<file path="src/rtl/ryu_pixel_sched_if.sv">
// Pixel-slot bus between the sprite index logic, the palette LUT and the VGA colour path.
// The slave side is the scheduler; the master side is the sprite/LUT/VGA environment.
interface ryu_pixel_sched_if;
    logic        frame_start;
    logic        pix_valid;
    logic [4:0]  p1_index;
    logic [4:0]  p2_index;
    logic        p1_attack;
    logic        p2_attack;
    logic        p1_hit;
    logic        p2_hit;
    logic [11:0] bg_rgb;
    logic [4:0]  pal_index;
    logic [11:0] pal_rgb;
    logic [11:0] vga_rgb;
    logic        vga_valid;

    modport slave (
        input  frame_start, pix_valid, p1_index, p2_index,
        input  p1_attack, p2_attack, p1_hit, p2_hit, bg_rgb, pal_rgb,
        output pal_index, vga_rgb, vga_valid
    );

    modport master (
        output frame_start, pix_valid, p1_index, p2_index,
        output p1_attack, p2_attack, p1_hit, p2_hit, bg_rgb, pal_rgb,
        input  pal_index, vga_rgb, vga_valid
    );
endinterface

</file>
<file path="src/rtl/ryu_pixel_sched.sv">
// Two-stage pixel scheduler sharing one palette LUT between P1, P2 and background, with hit flash.
// Optional macro RYU_P2_TINT_EN: red/blue swap of non-flashing P2 pixels for mirror matches.
module ryu_pixel_sched #(
    parameter int FLASH_FRAMES  = 4,
    parameter int FLASH_TOGGLES = 6,
    parameter int TRANSP_IDX    = 0
) (
    input logic              Clk,
    input logic              Reset,
    ryu_pixel_sched_if.slave bus
);
    localparam int FW = (FLASH_FRAMES  > 1) ? $clog2(FLASH_FRAMES)  : 1;
    localparam int PW = (FLASH_TOGGLES > 1) ? $clog2(FLASH_TOGGLES) : 1;
    localparam logic [FW-1:0] FR_LAST = FW'(FLASH_FRAMES - 1);
    localparam logic [PW-1:0] PH_LAST = PW'(FLASH_TOGGLES - 1);
    localparam logic [4:0]    TRANSP  = 5'(TRANSP_IDX);

    typedef enum logic [1:0] {OWN_BG, OWN_P1, OWN_P2} owner_t;
    typedef enum logic [1:0] {FL_IDLE, FL_ON, FL_OFF} flash_state_t;

    logic        r_front_p2;
    logic [4:0]  r_pal_index;
    owner_t      r_owner;
    logic [11:0] r_bg_rgb;
    logic        r_s1_valid;
    logic [11:0] r_vga_rgb;
    logic        r_vga_valid;

    logic [4:0]  w_front_idx;
    logic [4:0]  w_back_idx;
    logic [4:0]  w_sel_idx;
    owner_t      w_sel_owner;
    logic [11:0] w_pix_rgb;
    logic [1:0]  w_hit;
    logic [1:0]  w_flash_on;

    assign w_hit = {bus.p2_hit, bus.p1_hit};

    // Simultaneous attacks cancel out and leave the current front player in place.
    always_ff @(posedge Clk) begin
        if (Reset) begin
            r_front_p2 <= 1'b0;
        end else if (bus.p1_attack && !bus.p2_attack) begin
            r_front_p2 <= 1'b0;
        end else if (bus.p2_attack && !bus.p1_attack) begin
            r_front_p2 <= 1'b1;
        end
    end

    always_comb begin
        w_front_idx = r_front_p2 ? bus.p2_index : bus.p1_index;
        w_back_idx  = r_front_p2 ? bus.p1_index : bus.p2_index;
        w_sel_idx   = TRANSP;
        w_sel_owner = OWN_BG;
        if (w_front_idx != TRANSP) begin
            w_sel_idx   = w_front_idx;
            w_sel_owner = r_front_p2 ? OWN_P2 : OWN_P1;
        end else if (w_back_idx != TRANSP) begin
            w_sel_idx   = w_back_idx;
            w_sel_owner = r_front_p2 ? OWN_P1 : OWN_P2;
        end
    end

    always_ff @(posedge Clk) begin
        if (Reset) begin
            r_pal_index <= 5'd0;
            r_owner     <= OWN_BG;
            r_bg_rgb    <= 12'd0;
            r_s1_valid  <= 1'b0;
        end else begin
            r_s1_valid <= bus.pix_valid;
            if (bus.pix_valid) begin
                r_pal_index <= w_sel_idx;
                r_owner     <= w_sel_owner;
                r_bg_rgb    <= bus.bg_rgb;
            end
        end
    end

    assign bus.pal_index = r_pal_index;

    genvar gi;
    generate
        for (gi = 0; gi < 2; gi++) begin : g_flash
            flash_state_t  r_state;
            flash_state_t  w_state_next;
            logic [FW-1:0] r_frame_cnt;
            logic [FW-1:0] w_frame_next;
            logic [PW-1:0] r_phase_cnt;
            logic [PW-1:0] w_phase_next;

            always_ff @(posedge Clk) begin
                if (Reset) begin
                    r_state     <= FL_IDLE;
                    r_frame_cnt <= '0;
                    r_phase_cnt <= '0;
                end else begin
                    r_state     <= w_state_next;
                    r_frame_cnt <= w_frame_next;
                    r_phase_cnt <= w_phase_next;
                end
            end

            // A hit always restarts the sequence, even on a frame boundary.
            always_comb begin
                w_state_next = r_state;
                w_frame_next = r_frame_cnt;
                w_phase_next = r_phase_cnt;
                if (w_hit[gi]) begin
                    w_state_next = FL_ON;
                    w_frame_next = '0;
                    w_phase_next = '0;
                end else if (bus.frame_start && r_state != FL_IDLE) begin
                    if (r_frame_cnt == FR_LAST) begin
                        w_frame_next = '0;
                        if (r_phase_cnt == PH_LAST) begin
                            w_state_next = FL_IDLE;
                            w_phase_next = '0;
                        end else begin
                            w_phase_next = r_phase_cnt + 1'b1;
                            w_state_next = (r_state == FL_ON) ? FL_OFF : FL_ON;
                        end
                    end else begin
                        w_frame_next = r_frame_cnt + 1'b1;
                    end
                end
            end

            assign w_flash_on[gi] = (r_state == FL_ON);
        end
    endgenerate

    always_comb begin
        w_pix_rgb = bus.pal_rgb;
        if (r_owner == OWN_BG) begin
            w_pix_rgb = r_bg_rgb;
        end else if ((r_owner == OWN_P1 && w_flash_on[0]) ||
                     (r_owner == OWN_P2 && w_flash_on[1])) begin
            w_pix_rgb = 12'hFFF;
        end
`ifdef RYU_P2_TINT_EN
        else if (r_owner == OWN_P2) begin
            w_pix_rgb = {bus.pal_rgb[3:0], bus.pal_rgb[7:4], bus.pal_rgb[11:8]};
        end
`endif
    end

    always_ff @(posedge Clk) begin
        if (Reset) begin
            r_vga_rgb   <= 12'd0;
            r_vga_valid <= 1'b0;
        end else begin
            r_vga_valid <= r_s1_valid;
            if (r_s1_valid) begin
                r_vga_rgb <= w_pix_rgb;
            end
        end
    end

    assign bus.vga_rgb   = r_vga_rgb;
    assign bus.vga_valid = r_vga_valid;
endmodule

</file>
<file path="src/flat_wrapper.sv">
// flat-port wrapper written by rule: the top's interface ports become plain ports
module ryu_pixel_sched_flat 
#(
    parameter int FLASH_FRAMES  = 4,
    parameter int FLASH_TOGGLES = 6,
    parameter int TRANSP_IDX    = 0
)
  (Clk, Reset, bus_frame_start, bus_pix_valid, bus_p1_index, bus_p2_index, bus_p1_attack, bus_p2_attack, bus_p1_hit, bus_p2_hit, bus_bg_rgb, bus_pal_rgb, bus_pal_index, bus_vga_rgb, bus_vga_valid);
  ryu_pixel_sched_if bus_i ();
  input logic Clk;
  input logic Reset;
  input wire logic [$bits(bus_i.frame_start)-1:0] bus_frame_start;
  input wire logic [$bits(bus_i.pix_valid)-1:0] bus_pix_valid;
  input wire logic [$bits(bus_i.p1_index)-1:0] bus_p1_index;
  input wire logic [$bits(bus_i.p2_index)-1:0] bus_p2_index;
  input wire logic [$bits(bus_i.p1_attack)-1:0] bus_p1_attack;
  input wire logic [$bits(bus_i.p2_attack)-1:0] bus_p2_attack;
  input wire logic [$bits(bus_i.p1_hit)-1:0] bus_p1_hit;
  input wire logic [$bits(bus_i.p2_hit)-1:0] bus_p2_hit;
  input wire logic [$bits(bus_i.bg_rgb)-1:0] bus_bg_rgb;
  input wire logic [$bits(bus_i.pal_rgb)-1:0] bus_pal_rgb;
  output wire logic [$bits(bus_i.pal_index)-1:0] bus_pal_index;
  output wire logic [$bits(bus_i.vga_rgb)-1:0] bus_vga_rgb;
  output wire logic [$bits(bus_i.vga_valid)-1:0] bus_vga_valid;
  assign bus_i.frame_start = bus_frame_start;
  assign bus_i.pix_valid = bus_pix_valid;
  assign bus_i.p1_index = bus_p1_index;
  assign bus_i.p2_index = bus_p2_index;
  assign bus_i.p1_attack = bus_p1_attack;
  assign bus_i.p2_attack = bus_p2_attack;
  assign bus_i.p1_hit = bus_p1_hit;
  assign bus_i.p2_hit = bus_p2_hit;
  assign bus_i.bg_rgb = bus_bg_rgb;
  assign bus_i.pal_rgb = bus_pal_rgb;
  assign bus_pal_index = bus_i.pal_index;
  assign bus_vga_rgb = bus_i.vga_rgb;
  assign bus_vga_valid = bus_i.vga_valid;
  ryu_pixel_sched #(.FLASH_FRAMES(FLASH_FRAMES), .FLASH_TOGGLES(FLASH_TOGGLES), .TRANSP_IDX(TRANSP_IDX)) u_core (.Clk(Clk), .Reset(Reset), .bus(bus_i));
endmodule
</file>
<file path="config.mk">
export PLATFORM = sky130hd
export DESIGN_NAME = ryu_pixel_sched_flat
export DESIGN_NICKNAME = d
export VERILOG_FILES = /design/src/rtl/ryu_pixel_sched_if.sv /design/src/rtl/ryu_pixel_sched.sv /design/src/flat_wrapper.sv
export SDC_FILE = /design/constraint.sdc
export NUM_CORES = 1
export LEC_CHECK = 0
export ABC_AREA = 0
export BUFFER_PORTS_ARGS = -buffer_cell sky130_fd_sc_hd__buf_4
export CORE_ASPECT_RATIO = 0.9
export CORE_MARGIN = 2
export CORE_UTILIZATION = 30
export CTS_CLUSTER_SIZE = 8
export DETAILED_ROUTE_END_ITERATION = 12
export PLACE_DENSITY = 0.56
export SLEW_MARGIN = 20
export SYNTH_ARGS = -nofsm -noshare
export SYNTH_HDL_FRONTEND = slang
export SYNTH_SLANG_ARGS = --single-unit
export TNS_END_PERCENT = 50
</file>
<file path="constraint.sdc">
create_clock -name Clk -period 1.9 [get_ports Clk]
set_input_delay 0.19 -clock Clk [delete_from_list [all_inputs] [get_ports Clk]]
set_output_delay 0.19 -clock Clk [all_outputs]
set_load 0.005 [all_outputs]
</file>
# ---- Yosys cells after proc, flatten, opt, wreduce, memory -nomap -nowiden
# Index checks and enable logic that the tools add are counted.
dict set report totals {
  regBits 48
  elab_cells 76
  output_inout_bits 18
}
dict set report op_classes {
  n_reduce_logical 25
  n_addsub 4
  eq_ne 8
  muxes 24
}
# op count
set ops {}
lappend ops {{$mux 12} 2}
lappend ops {{$mux 2} 10}
lappend ops {{$mux 5} 4}
lappend ops {{$reduce_bool 2->1} 6}
lappend ops {{$reduce_bool 5->1} 2}
lappend ops {{$reduce_and 2->1} 4}
lappend ops {{$add 3x1->3 const B} 2}
lappend ops {{$eq 2x1->1 const B} 3}
lappend ops {{$eq 2x2->1 const B} 3}
lappend ops {{$eq 3x3->1 const B} 2}
lappend ops {{$logic_and 1x1->1} 6}
lappend ops {{$mux 1} 6}
lappend ops {{$mux 3} 2}
lappend ops {{$reduce_or 2->1} 3}
lappend ops {{$add 2x1->2 const B} 2}
lappend ops {{$logic_not 1->1} 2}
lappend ops {{$logic_not 2->1} 1}
lappend ops {{$logic_or 1x1->1} 1}

# ---- Longest topological paths before layout
# Gate-level depths: netlist (run 1).
dict set report logic_depth {
  depth_word 6
  mapped_depth 5
}

# ---- Least setup slack after synthesis (run 1)
# Ideal clock, no wire load.
dict set report synth_path {
  path_kind {register to register}
  from {register u_core.g_flash[1].r_frame_cnt[0]}
  to {register u_core.g_flash[1].r_state[1]}
  path_slack_ns 0.601
  stages_incl_launch_ff 5
  arrival_time_ns 1.229
  path_buffers 0
  path_cell_list {dfxtp_1 ha_1 o211ai_2 or4b_1 a21oi_1}
}
dict set report synth_via {
  elab_chain_len 2
}
# element line
set synth_lines {}
lappend synth_lines {{from (decl)} ryu_pixel_sched.sv:87} ;# logic [FW-1:0] r_frame_cnt;
lappend synth_lines {{from (signal assigned)} ryu_pixel_sched.sv:99} ;# r_frame_cnt <= w_frame_next;
lappend synth_lines {{$eq 2x2->1} ryu_pixel_sched.sv:114} ;# if (r_frame_cnt == FR_LAST) begin
lappend synth_lines {{$reduce_and 2->1 (no source line)} -}
lappend synth_lines {{to (signal assigned)} ryu_pixel_sched.sv:98} ;# r_state <= w_state_next;
lappend synth_lines {{to (decl)} ryu_pixel_sched.sv:85} ;# flash_state_t r_state;
# Every way passes these cells.
# A chain may end at the register's enable or synchronous reset.

# ---- Worst setup path in the final report (run 1)
# Ends and elaborated chain as after synthesis.

==> results of run 1 <==
[metal layers]
| metal | routed length, um | up-vias | share of wire (%) | track usage (%) |
|---|---|---|---|---|
| met4 | 78 | 0 | 1.4 | 4.42 |
| met1 | 2640 | 915 | 48 | 18.7 |
| met2 | 2490 | 40 | 45 | 23.5 |
| met3 | 303 | 7 | 5.5 | 4.17 |
| li1 | - | 1047 | - | - |
| met5 | 0 | - | 0 | 0 |
[area by class of cell]
type                       count  area, sq um  share of cell area [%]
multi-input combinational    191         1200                    41.8
sequential                    48          961                    33.3
timing repair buffer          64          480                    16.7
tap                           93          116                    4.03
clock buffer                   6         82.6                    2.86
inverter                       8         30.0                    1.04
clock inverter                 2         10.0                   0.347
[through the flow]
| step | cells | utilization, % | hold WS, ps |
|---|---|---|---|
| 2_1_floorplan | 262 | - | 334 |
| 3_5_place_dp | 404 | 38.9 | 436 |
| 3_3_place_gp | 404 | 38.9 | 425 |
| 5_1_grt | 412 | 40.2 | 120 |
| 4_1_cts | 412 | 40.2 | 118 |
| 6_report | 412 | 40.2 | 123 |
[power by group]
| part | switching (mW) | leakage [nW] | total, mW | internal [mW] |
|---|---|---|---|---|
| combinational | 0.157 | 0.737 | 0.335 | 0.179 |
| clock | 0.332 | 0.0510 | 0.623 | 0.291 |
| sequential | 0.0335 | 0.393 | 1.09 | 1.05 |
[layout by cell type (no fill, tap or decap), types with 3 or more instances in the layout]
cell / synthesis / layout
or3_1: 16 / 16
nand3b_1: 3 / 3
inv_1: 6 / 6
nand2_1: 30 / 30
buf_4: 0 / 64
a31oi_1: 3 / 3
a21oi_1: 10 / 10
mux2i_1: 14 / 14
o21ai_1: 16 / 16
clkbuf_8: 0 / 6
nor4_1: 4 / 4
o211ai_1: 4 / 4
nand4_1: 3 / 3
o311ai_1: 5 / 5
dfxtp_1: 48 / 48
o221ai_1: 12 / 12
nand2b_1: 28 / 28
nor2_1: 19 / 19
[how the worst max path moves through the flow]
stage | from | end | slack (ps) | depth (start not counted)
floorplan | u_core.g_flash[1].r_frame_cnt[0] | u_core.g_flash[1].r_state[1] | 600 | 4
CTS | u_core.g_flash[1].r_frame_cnt[0] | u_core.g_flash[1].r_state[1] | 490 | 4
global placement | u_core.g_flash[1].r_frame_cnt[0] | u_core.g_flash[1].r_state[1] | 550 | 4
global route | u_core.g_flash[1].r_frame_cnt[0] | u_core.g_flash[1].r_phase_cnt[2] | 360 | 4
finish | u_core.g_flash[1].r_frame_cnt[0] | u_core.g_flash[1].r_state[1] | 500 | 4
detailed placement | u_core.g_flash[1].r_frame_cnt[0] | u_core.g_flash[1].r_state[1] | 490 | 4
[critical path, delay by kind of cell, from the launching register on]
family,cells,cell delay (ps)
and+or+nand+nor,1,480
AOI/OAI and AO/OA,2,290
adders and majority gates,1,230
DFF,1,360
[cells by family (layout without fill, tap and decap cells)]
logic type	after synthesis	in the layout
compound gates	56	56
xor+xnor	2	2
fa+ha+maj	2	2
buf+inv	23	80
flops	48	48
mux	15	15
simple gates	116	116
[flip-flops by register name (all words and copies together), names as in the netlist]
name                        count
u_core.g_flash.r_state          4
u_core.r_s1_valid               1
u_core.bus.pal_index            5
u_core.g_flash.r_frame_cnt      4
u_core.r_owner                  2
u_core.r_bg_rgb                12
u_core.bus.vga_valid            1
u_core.bus.vga_rgb             12
u_core.r_front_p2               1
u_core.g_flash.r_phase_cnt      6
==> results by group, run 1 <==
Synth
  – Synth top area share: between 40% and 50%
  – Most used DFF post-synth: dfxtp_1
  – Register area share after synthesis: a little over two fifths
  – Yosys reg bits: 48
  – Top cells by area, synth: dfxtp_1 43%, nand2b_1 7.8%, mux2i_1 6.2%
  – Post-Synth Adder-Cell Area: 1.11%
  – Proportion of synthesized area in mux cells: 6.71%
  – Top cells by count, synth: 48 x dfxtp_1, 30 x nand2_1, 28 x nand2b_1
  – Post-Syn Nets: 306
  – Post-synth EDFFs: 0
  – Post-Synth Simple-Gate Area: between 20% and 30%
  – Synthesized area per cell: between 8 and 9 sq um
  – Netlist cell types: 37
  – Yosys top cell by area: dfxtp_1
  – Post-Syn Area: between 0.002 and 0.0025 sq mm
  – Largest family of logic cells by synthesized area: simple AND/OR/NAND/NOR gates
  – Synth async-reset ratio: 0%
  – Top-count cell post-synth: dfxtp_1
  – Ys Warns: 0
  – Synth Area in XOR/XNOR: less than 1%
  – Synth Area in Compound Gates: between 10% and 20%
  – Synth Instances: around 260

Worst setup path
  – CP Max Fanout: 4
  – R2r startpoint: u_core.g_flash[1].r_frame_cnt[0]
  – RR Endpoint: u_core.g_flash[1].r_state[1]
  – CP Capture Type: flip-flop
  – CP Data Arrival Time: roughly 1600 ps
  – Worst setup SP type: flip-flop
  – Worst EP required: roughly 2100 ps
  – Crit-path slowest cell: or4b_1
  – Reg2reg setup slack: ~500 ps
  – Reg2reg path depth: 4
  – Slowest stage delay, CP: roughly 480 ps
  – Critical Path, Cell by Cell: ha_1, o211ai_2, or4b_1, a21oi_1
  – Critical path class: reg2reg

Timing
  – Fin crit period: approximately 1400 ps
  – Pins over their slew limit: 0
  – RSZ-0062 raised after global routing: false
  – Clock Skews: approximately 7.7 ps
  – Slew headroom: around 67%
  – Setup violations, final: 0
  – Fmax: 0.712 GHz
  – Final worst setup slack: 496 ps
  – Slew @ Worst Pin: between 400 and 500 ps
  – Period utilisation layout: around three quarters
  – Fin. Hold Viols: 0
  – Setup TNS: 0 ps

Drt
  – Pre-Repair DR Iteration Count: 6
  – Post-DR wirelength/cell: between 10 and 15 um
  – # DRC: 0
  – Detail Route Antenna Nets: 0
  – Vias per std cell: roughly 4.9
  – DR vias: 2009
  – Wirelength, routed: 5520 um
  – Iteration-0 DRC Markers: 96

Clock tree
  – Post-CTS Hold Buffers: 0
  – Num CTS Buffers: 5
  – Setup bufs post-CTS: 0
  – Worst-Skew Late Latency: ~300 ps
  – Clock Pin Slew Worst Setup and Hold Paths: around 90 ps
  – Post_cts resized: 0
  – CTS tree: yes
  – Htree depth: 2
  – Clock buffer depth: 2
  – CTS sink count: 48
  – Root Buffer: clkbuf_8

Floorplan
  – Chip Width: 95.4 um
  – Die ar.: slightly above 0.008 sq mm
  – Top Ports: 60
  – Initial Utilization: between 30% and 40%
  – Die H: around 86 um
  – Core ar.: around 0.007 sq mm
  – Cell Rows: 29

GRT
  – Largest net degree at the start of global routing: 26
  – First-pass GRT wire length: roughly 9500 um
  – Gr usage total: 14.5%
  – Number of global-route vias before repair: ~2100
  – Initial antenna violation count: 0
  – Grt ovf: 0

Outcome
  – Status: finished, final reports clean

Placement
  – Gpl congestion: around 0.8
  – Placement Setup Slack: 491 ps
  – Final HPWL DP: roughly 4100 um
  – Post-DP Area: approximately 0.0028 sq mm
  – PortBufs: 59

Min path
  – Cells on Worst Hold Path: 3
  – Hold Path Class: in2reg
  – Hold Path End: u_core.r_bg_rgb[7]
  – Hold path startpoint: bus_bg_rgb[7]

Layout
  – Layout cells sized above 1: about a quarter
  – Fillers: about 790
  – Design Area, Final: between 0.002 and 0.003 sq mm
  – Area Overhead vs Synth: 27.9%
  – # nets final: ~360
  – Antenna Cells: 0

Power
  – Leak: between 1 and 1.5 nW
  – Maximum VDD drop: 0.278 mV
  – Total power: between 2 and 2.5 mW
  – Pwr/cell area: between 700 and 800 mW/mm^2

Job
  – Max-Cap Viols: 0
No activity file was read; power rests on OpenSTA's default activity.
==> run 2: changes to the inputs <==
ABC_AREA = 1   (was 0)
PLACE_DENSITY = 0.57   (was 0.56)
clock period = 1.35 ns   (was 1.9 ns; I/O delays follow)
==> run 2 against run 1 <==
Net effect:
- the run now ends with setup timing left
- first-iteration DRC count shrank 39%
- largest power group unchanged
- flip-flop and latch count is the same
- clock skew grew 2.7 ps
==> results by group, run 2 <==
Worst setup path
  – CP Max Fanout: 6 (+2)
  – Critical path class: reg2reg
  – Crit-path slowest cell: dfxtp_4
  – Reg2reg path depth: 9 (+5)
  – R2r startpoint: u_core.r_front_p2
  – Reg2reg setup slack: -20 ps (-510 ps)
  – RR Endpoint: u_core.bus.pal_index[2]
  – Worst setup SP type: flip-flop
  – CP Capture Type: flip-flop
  – Slowest stage delay, CP: 390 ps (-90 ps)
  – Worst EP required: 1570 ps (-570 ps)
  – CP Data Arrival Time: 1590 ps (-50 ps)
  – Critical Path, Cell by Cell: buf_12, clkinv_8, nand2_4, nand2_4, nand3_4, nor2_8, buf_12, nand2_1, a31oi_1

GRT
  – First-pass GRT wire length: 8610 um (-8.9%)
  – Met1 GRT Util: 18.0% (-0.66 points)
  – Initial antenna violation count: 0 (unchanged)
  – Number of global-route vias before repair: 1892 (-7.7%)
  – Largest net degree at the start of global routing: 25 (-3.8%)
  – GRT busiest layer: met2
  – M3 GR Usage: 3.90% (-0.27 points)
  – Grt ovf: 0 (unchanged)
  – Met2 Usage GRT: 22.4% (-1.1 points)
  – Gr usage total: 13.8% (-0.63 points)

Synth
  – Ys Warns: 0 (unchanged)
  – Post-Syn Area: 0.00209 sq mm (-7.5%)
  – Most used DFF post-synth: dfxtp_1
  – Top-count cell post-synth: dfxtp_1
  – Register area share after synthesis: 46.1% (+3.5 points)
  – Synth async-reset ratio: 0% (unchanged)
  – Synth Instances: 279 (+6.5%)
  – Synth top area share: 46.1% (+3.5 points)
  – Top cells by count, synth: 48 x dfxtp_1, 43 x nand2_1, 41 x o21ai_0
  – Post-synth EDFFs: 0 (unchanged)
  – Synthesized area per cell: 7.48 sq um (-13%)
  – Post-Syn Nets: 323 (+5.6%)
  – Yosys top cell by area: dfxtp_1
  – Top cells by area, synth: dfxtp_1 46%, o21ai_0 9.8%, nand2_1 7.7%
  – Yosys reg bits: 48 (unchanged)
  – Netlist cell types: 26 (-30%)

Floorplan
  – Initial Utilization: 31.3% (-0.066 points)
  – Top Ports: 60 (unchanged)
  – Die H: 83.1 um (-3.7%)
  – Core ar.: 0.00666 sq mm (-7.3%)
  – Die ar.: 0.00764 sq mm (-7.2%)
  – Chip Width: 91.9 um (-3.7%)
  – Cell Rows: 28 (-3.4%)

Timing
  – Period utilisation layout: 101% (+27 points)
  – Setup violations, final: 1 (+1)
  – RSZ-0062 raised after global routing: true
  – Fin crit period: 1370 ps (-37.5 ps)
  – Slew headroom: 76.5% (+9.0 points)
  – Fmax: 0.732 GHz (+2.7%)
  – Pins over their slew limit: 0 (unchanged)
  – Slew @ Worst Pin: 349 ps (-138 ps)
  – Setup TNS: -16.4 ps (-16.4 ps)
  – Clock Skews: 10.4 ps (+2.69 ps)
  – Fin. Hold Viols: 0 (unchanged)
  – Final worst setup slack: -16.4 ps (-513 ps)

Clock tree
  – Worst-Skew Late Latency: 300 ps (about the same)
  – Clock buffer depth: 2 (unchanged)
  – Clock Pin Slew Worst Setup and Hold Paths: 90 ps (about the same)
  – Htree depth: 2 (unchanged)
  – CTS sink count: 48 (unchanged)
  – Num CTS Buffers: 5 (unchanged)
  – CTS tree: yes
  – Root Buffer: clkbuf_8

Power
  – Maximum VDD drop: 0.536 mV (+93%)
  – Pwr/cell area: 990 mW/mm^2 (+40%)
  – Leak: 1.41 nW (+19%)

Drt
  – Post-DR wirelength/cell: 12.6 um (-6.1%)
  – # DRC: 0 (unchanged)
  – Pre-Repair DR Iteration Count: 4 (-2)
  – Wirelength, routed: 5610 um (+1.7%)
  – Vias per std cell: 4.69 (-3.9%)
  – Detail Route Antenna Nets: 0 (unchanged)
  – Iteration-0 DRC Markers: 59 (-39%)
  – DR vias: 2090 (+4.0%)

Placement
  – Placement Setup Slack: -49.3 ps (-541 ps)
  – Final HPWL DP: 3770 um (-9.0%)
  – PortBufs: 59 (unchanged)
  – Gpl congestion: 0.796 (about the same)

Layout
  – Register area: 966 sq um (+0.52%)
  – Antenna Cells: 0 (unchanged)
  – # nets final: 400 (+10%)
  – Footprint of the multi-input gates: 0.00108 sq mm (-10%)
  – Commonest cells after routing, fill and taps aside: 75 x buf_4, 46 x dfxtp_1, 38 x nor2_1
  – Area Overhead vs Synth: 47.6%
  – Fillers: 670 (-15%)
  – Commonest non-fill, non-tap cell in the layout: buf_4
  – Layout cells sized above 1: 34.0% (+9.2 points)
  – Final design utilization: 46.3% (+6.1 points)

Outcome
  – Status: finished with violations
  – Failing checks: setup timing

Min path
  – Cells on Worst Hold Path: 2 (-1)
  – Hold Path End: u_core.g_flash[1].r_state[1]
  – Hold Path Class: in2reg
  – Hold path startpoint: bus_p2_hit

Job
  – Max-Cap Viols: 0 (unchanged)
[run 2: cell types whose count changed in the layout (fill, tap and decap cells not counted), sizes merged, moves of 5 or more]
cell    delta
nand2b    -28
o21ai     +27
inv       +22
nor2      +21
buf       +16
or3       -16
mux2i     -14
nand2     +14
o22ai     +14
o221ai    -12
a21oi      +9
nand3      +8
o311ai     -5
[run 2: metrics by stage]
stage | total power [mW] | std cells | hold WS [ps] | area (sq um)
4_1_cts | 2.98 | 438 | 7.30 | 2820
5_1_grt | 3.20 | 446 | 4.55 | 3080
6_report | 3.05 | 446 | 20.5 | 3080
3_5_place_dp | 2.05 | 430 | 316 | 2700
3_3_place_gp | 2.04 | 430 | 315 | 2700
2_1_floorplan | 1.80 | 279 | 214 | 2090
[run 2: final cells by class]
class / count / share of cell area [%]
Timing Repair Buffer: 83 / 22.6
Tap cell: 90 / 3.66
Sequential cell: 48 / 31.4
Multi-Input combinational cell: 187 / 35.0
Inverter: 31 / 4.19
Clock buffer: 7 / 3.13
[run 2: worst max-delay path by stage]
stage                                  from                       to  slack [ps]  cells after the start
after floorplan           u_core.r_front_p2        u_core.r_owner[0]          90                     10
after global placement    u_core.r_front_p2        u_core.r_owner[1]          -4                     11
after detailed placement  u_core.r_front_p2        u_core.r_owner[1]         -50                     11
after CTS                 u_core.r_front_p2        u_core.r_owner[1]           4                     11
after global routing      u_core.r_front_p2  u_core.bus.pal_index[2]         -70                      9
final                     u_core.r_front_p2  u_core.bus.pal_index[2]         -20                      9
[run 2: critical path: cells and delay by family (launching register included)]
family          cells  cell delay (ps)
buf+inv             3              330
simple gates        5              400
flops               1              390
compound gates      1              160
[run 2: kinds of logic (layout without fill, tap and decap cells)]
| group | count (synthesis) | after routing | share of synthesized area, % |
|---|---|---|---|
| buffers and inverters | 44 | 121 | 9.18 |
| AO/OA/AOI/OAI | 88 | 88 | 23.9 |
| AND/OR/NAND/NOR | 97 | 97 | 19.7 |
| flip-flops | 48 | 48 | 46.1 |
| adder cells (fa/ha/maj) | 2 | 2 | 1.20 |
[run 2: where the power goes]
part           switching (mW)  internal (mW)  leakage [nW]
logic                   0.281          0.307         0.965
clock network           0.466          0.457        0.0503
registers              0.0463           1.49         0.396
[run 2: layer usage]
layer | vias up | share of wire, %
li1 | 1087 | -
met1 | 960 | 47
met2 | 38 | 48
met3 | 5 | 4.2
met4 | 0 | 0.84
met5 | - | 0
[run 2: repair_timing]
action | in CTS | in global routing
gates cloned | 0 | 3
hold buffers | 1 | 0
resized for setup | 4 | 48
endpoints found under the setup margin | 7 | 22
hold endpoints to repair | 1 | 0
buffers inserted | 0 | 5
pin swaps | 2 | 15
